===== src/rtl/health_tracker.sv =====
// Per-player hit-point tracker: qualifies hits on frame ticks, runs an
// invulnerability countdown after each accepted hit, and latches KO at zero.
module health_tracker #(
  parameter int unsigned MAX_HP        = 100,
  parameter int unsigned DAMAGE        = 10,
  parameter int unsigned INVULN_FRAMES = 30
) (
  input  logic       Clk,
  input  logic       Reset,
  input  logic       frame_clk,
  input  logic       contact,
  input  logic       hit_enable,
  input  logic       round_start,
  output logic [6:0] hp,
  output logic       hit_pulse,
  output logic       invuln,
  output logic       ko
);

  localparam int unsigned HP_W  = 7;
  localparam int unsigned CNT_W = 6;

  typedef enum logic [1:0] {
    ALIVE  = 2'd0,
    INVULN = 2'd1,
    KO     = 2'd2
  } state_t;

  state_t            state;
  state_t            state_nxt;
  logic [HP_W-1:0]   hp_nxt;
  logic [CNT_W-1:0]  cnt;
  logic [CNT_W-1:0]  cnt_nxt;
  logic              pulse_nxt;
  logic              frame_prev;
  logic              frame_tick;

  // frame_prev resets high so a frame_clk already high at reset is not a tick
  assign frame_tick = frame_clk & ~frame_prev;

  // State and registered outputs
  always_ff @(posedge Clk) begin
    if (Reset) begin
      frame_prev <= 1'b1;
      state      <= ALIVE;
      hp         <= HP_W'(MAX_HP);
      cnt        <= '0;
      hit_pulse  <= 1'b0;
      invuln     <= 1'b0;
      ko         <= 1'b0;
    end else begin
      frame_prev <= frame_clk;
      state      <= state_nxt;
      hp         <= hp_nxt;
      cnt        <= cnt_nxt;
      hit_pulse  <= pulse_nxt;
      invuln     <= (state_nxt == INVULN);
      ko         <= (state_nxt == KO);
    end
  end

  // Next-state: round_start wins over anything a tick would do
  always_comb begin
    state_nxt = state;
    hp_nxt    = hp;
    cnt_nxt   = cnt;
    pulse_nxt = 1'b0;

    if (round_start) begin
      state_nxt = ALIVE;
      hp_nxt    = HP_W'(MAX_HP);
      cnt_nxt   = '0;
    end else if (frame_tick) begin
      case (state)
        ALIVE: begin
          if (contact && hit_enable) begin
            pulse_nxt = 1'b1;
            if (hp > HP_W'(DAMAGE)) begin
              hp_nxt    = hp - HP_W'(DAMAGE);
              cnt_nxt   = CNT_W'(INVULN_FRAMES);
              state_nxt = INVULN;
            end else begin
              hp_nxt    = '0;
              cnt_nxt   = '0;
              state_nxt = KO;
            end
          end
        end
        INVULN: begin
          // Expiry tick itself cannot take a hit
          if (cnt <= CNT_W'(1)) begin
            cnt_nxt   = '0;
            state_nxt = ALIVE;
          end else begin
            cnt_nxt = cnt - CNT_W'(1);
          end
        end
        KO: begin
          hp_nxt = '0;
        end
        default: begin
          state_nxt = ALIVE;
          cnt_nxt   = '0;
        end
      endcase
    end
  end

endmodule


===== config.mk =====
export PLATFORM = sky130hd
export DESIGN_NAME = health_tracker
export DESIGN_NICKNAME = d
export VERILOG_FILES = /design/src/rtl/health_tracker.sv
export SDC_FILE = /design/constraint.sdc
export NUM_CORES = 1
export LEC_CHECK = 0
export ABC_AREA = 1
export BUFFER_PORTS_ARGS = -buffer_cell sky130_fd_sc_hd__buf_2
export CAP_MARGIN = 30
export CORE_MARGIN = 4
export CORE_UTILIZATION = 55
export CTS_CLUSTER_DIAMETER = 60
export CTS_CLUSTER_SIZE = 16
export DETAILED_ROUTE_END_ITERATION = 16
export GPL_ROUTABILITY_DRIVEN = 0
export PLACE_DENSITY = 0.78
export SLEW_MARGIN = 40
export SYNTH_ARGS = -nofsm -noshare
export SYNTH_HDL_FRONTEND = slang
export SYNTH_SLANG_ARGS = --single-unit

===== constraint.sdc =====
create_clock -name Clk -period 1.9 [get_ports Clk]
set_input_delay 0.19 -clock Clk [delete_from_list [all_inputs] [get_ports Clk]]
set_output_delay 0.19 -clock Clk [all_outputs]
set_load 0.01 [all_outputs]

==> impl_results.md <==
- Status: finished clean
- Multi-input gate area: 548 um^2
- Sw frac: 23.7%
- H-tree Lvls: 1
- Synth Area in Simple Gates: 33.5%
- NetSw: 147 uW
- Syn-to-layout area delta: 11.5%
- Worst reg2reg path depth: 9
- PortBufs: 14
- Critical Path RT: 2.14 ns
- Worst Hold Launch: frame_clk
- Synth Flop Type: dfxtp_1
- Most common cell in the netlist: nand2_1
- Root buf cell: clkbuf_4
- Total Power: 618 uW
- Comb power frac: 7.7%
- Crit path DAT: 1.72 ns
- Fmax: 674 MHz
- Total wire length: 1950 um
- Part of the cycle the worst path needs: 78.0%
- Fin util: 65.2%
- TritonCTS clock tree: yes
- Post-synthesis xor/xnor area fraction: 5.20%
- Critical Path Source Type: flop
- Clock power share: 30.2%
- Synth area leader: dfxtp_1
- Synth Cell Area: 0.00101 mm^2
- R2r setup slk: 0.42 ns
- Sum Neg Setup Slack: 0 ns
- Number of warning messages in the yosys log: 0
- Complex-gate fraction of the synthesized area: 11.5%
- Initial antenna violation count: 0
- Net count, final: 166
- Synth unique cells: 25
- Worst VDD drop: 0.375 mV
- Max FO, Critical Path: 5
- Post-synthesis adder-cell area fraction: 3.72%
- # resized after CTS: 0
- Num CTS Buffers: 3
- Max-cap violations: 0
- Dpl hpwl: 1600 um
- Number of cells produced by synthesis: 139
- Fill cells: 174
- Grt ovf: 0
- Core area: 0.00173 mm^2
- Flops & latches, synth: 18
- Hold Crit Endpoint: frame_prev$_SDFF_PP1_
- Post-synthesis area per instance: 7.26 um^2
- Final Skew: 0.00357 ns
- Launch point of the worst reg-to-reg path: hp[1]$_SDFFE_PP0P_
- RR Endpoint: cnt[3]$_SDFFE_PP0P_
- Hold Crit Class: in -> reg
- I/O pin cnt: 16
- DIE HEIGHT: 50.8 um
- RSZ-0062 raised after global routing: false
- Kind of critical path: reg -> reg
- Minimum clock period: 1.48 ns
- DR pass1 iterations: 4
- P_int: 472 uW
- Post-synth top area share: 35.7%
- Ant. Diodes: 0
- WL per Instance: 10.8 um
- Vias: 877
- Number of global-route vias before repair: 883
- Overall die width: 50.8 um
- DRT iter0 DRCs: 17
- Mux share of post-synthesis cell area: 0%
- Hold Fails Final Rpt: 0
- Top post-synthesis cells by count: nand2_1 (27), dfxtp_1 (18), inv_1 (15)
- Pwr Density: 549 mW/mm^2
- CTS hold repair buffers: 0
- Seq pwr share: 62.1%
- # DRC: 0
- EDFF count, synth: 0
- Global Route Usage Sum: 17.8%
- Worst skew pair latency: 0.29 ns
- CTS Buffer Depth: 2
- Die Area: 0.00259 mm^2
- Crit end category: flop
- CTS clk-pin slew, worst paths: 0.10 ns
- Largest net degree at the start of global routing: 10
- Largest family of logic cells by synthesized area: simple AND/OR/NAND/NOR gates
- Layout cell share with drive strength beyond 1: 32.3%
- Synth top area cells: dfxtp_1 (36%), nand2_1 (10%), inv_1 (5.6%), nand2_2 (5.6%), a21oi_1 (4.0%)
- Rows: 15
- Setup bufs post-CTS: 0
- Reg area: 360 um^2
- Async set or reset register ratio after synthesis: 0%
- Post-route ant nets: 0
- # setup viols final: 0
- Share of the yosys chip area belonging to registers: 35.7%
- Final Max Tran Viols: 0
- # clock sinks: 18
- Global-route wire length before repair: 3480 um
- Hold Path Stages: 2
- Detail-routed via count per cell: 4.87
- Initial Util: 58.5%
- LEAKAGE: 0.536 nW
- Synth Net Count: 148
[layer usage]
metal	up-vias	share of wire, %	track usage [%]
met5	-	0	0
met4	0	2.6	9.87
met3	7	4.4	2.92
met2	25	47	30.7
met1	383	46	20.8
li1	462	-	-
[cell usage in the layout (no fill, tap or decap), types with 2 or more instances in the layout]
master	count
nand2_2	9
clkbuf_4	3
o21ai_0	4
inv_1	15
buf_2	14
a21oi_1	8
nand2_1	27
inv_2	10
xor2_1	4
nor2_1	9
o21ai_1	6
nand3_1	4
dfxtp_1	18
nor2_4	3
nor2_2	6
o21ai_2	2
xnor2_1	2
ha_1	3
[final cells by class]
class,instances,area share (%)
Multi-Input combinational cell,95,48.7
Sequential cell,18,32.0
Inverter,25,8.33
Tap cell,25,2.78
Clock buffer,3,2.00
Timing Repair Buffer,14,6.22
[sequential cells by signal, indices dropped and copies added (netlist names)]
name,cells
invuln,1
cnt,6
state,2
hit_pulse,1
ko,1
hp,6
frame_prev,1
[worst max-delay path, stage by stage, from the launching register on]
cell,delay [ns]
dfxtp_1,0.38
inv_1,0.08
ha_1,0.21
nor2_2,0.14
nand2_1,0.06
nand2_1,0.12
nand3_1,0.19
o21ai_1,0.13
nor2_1,0.05
nor2_1,0.07
[cells by family (layout without fill, tap and decap cells)]
group                      after synthesis  in the layout
AOI/OAI and AO/OA                       21             21
xor gates and xnor gates                 6              6
adders and majority gates                3              3
buffers and inverters                   26             42
DFF                                     18             18
other                                    1              1
and+or+nand+nor                         64             64
[worst max-delay path by stage]
stage,startpoint,end,slack [ns],depth (start not counted)
floorplan,hp[1]$_SDFFE_PP0P_,state[1]$_SDFF_PP0_,0.53,10
global placement,hp[1]$_SDFFE_PP0P_,cnt[3]$_SDFFE_PP0P_,0.45,9
detailed placement,hp[1]$_SDFFE_PP0P_,cnt[3]$_SDFFE_PP0P_,0.43,9
CTS,hp[1]$_SDFFE_PP0P_,cnt[3]$_SDFFE_PP0P_,0.41,9
global route,hp[1]$_SDFFE_PP0P_,cnt[3]$_SDFFE_PP0P_,0.20,9
finish,hp[1]$_SDFFE_PP0P_,cnt[3]$_SDFFE_PP0P_,0.42,9
[power groups by stage]
stage                     registers (mW)  logic [mW]  clock network (mW)
final                              0.384      0.0474               0.187
after global routing               0.385      0.0531               0.208
after CTS                          0.384      0.0477               0.192
after detailed placement           0.393      0.0476                   0
after global placement             0.393      0.0464                   0
after floorplan                    0.393      0.0338                   0
[stage by stage]
step / std cells / cell area [um^2] / hold slack, ns / worst slack [ns]
3_3_place_gp: 177 / 1100 / 0.405 / 0.447
4_1_cts: 180 / 1130 / 0.106 / 0.406
5_1_grt: 180 / 1130 / 0.116 / 0.199
3_5_place_dp: 177 / 1100 / 0.413 / 0.428
6_report: 180 / 1130 / 0.102 / 0.417
2_1_floorplan: 139 / 1010 / 0.294 / 0.532
(Power assumes the default switching activity.)
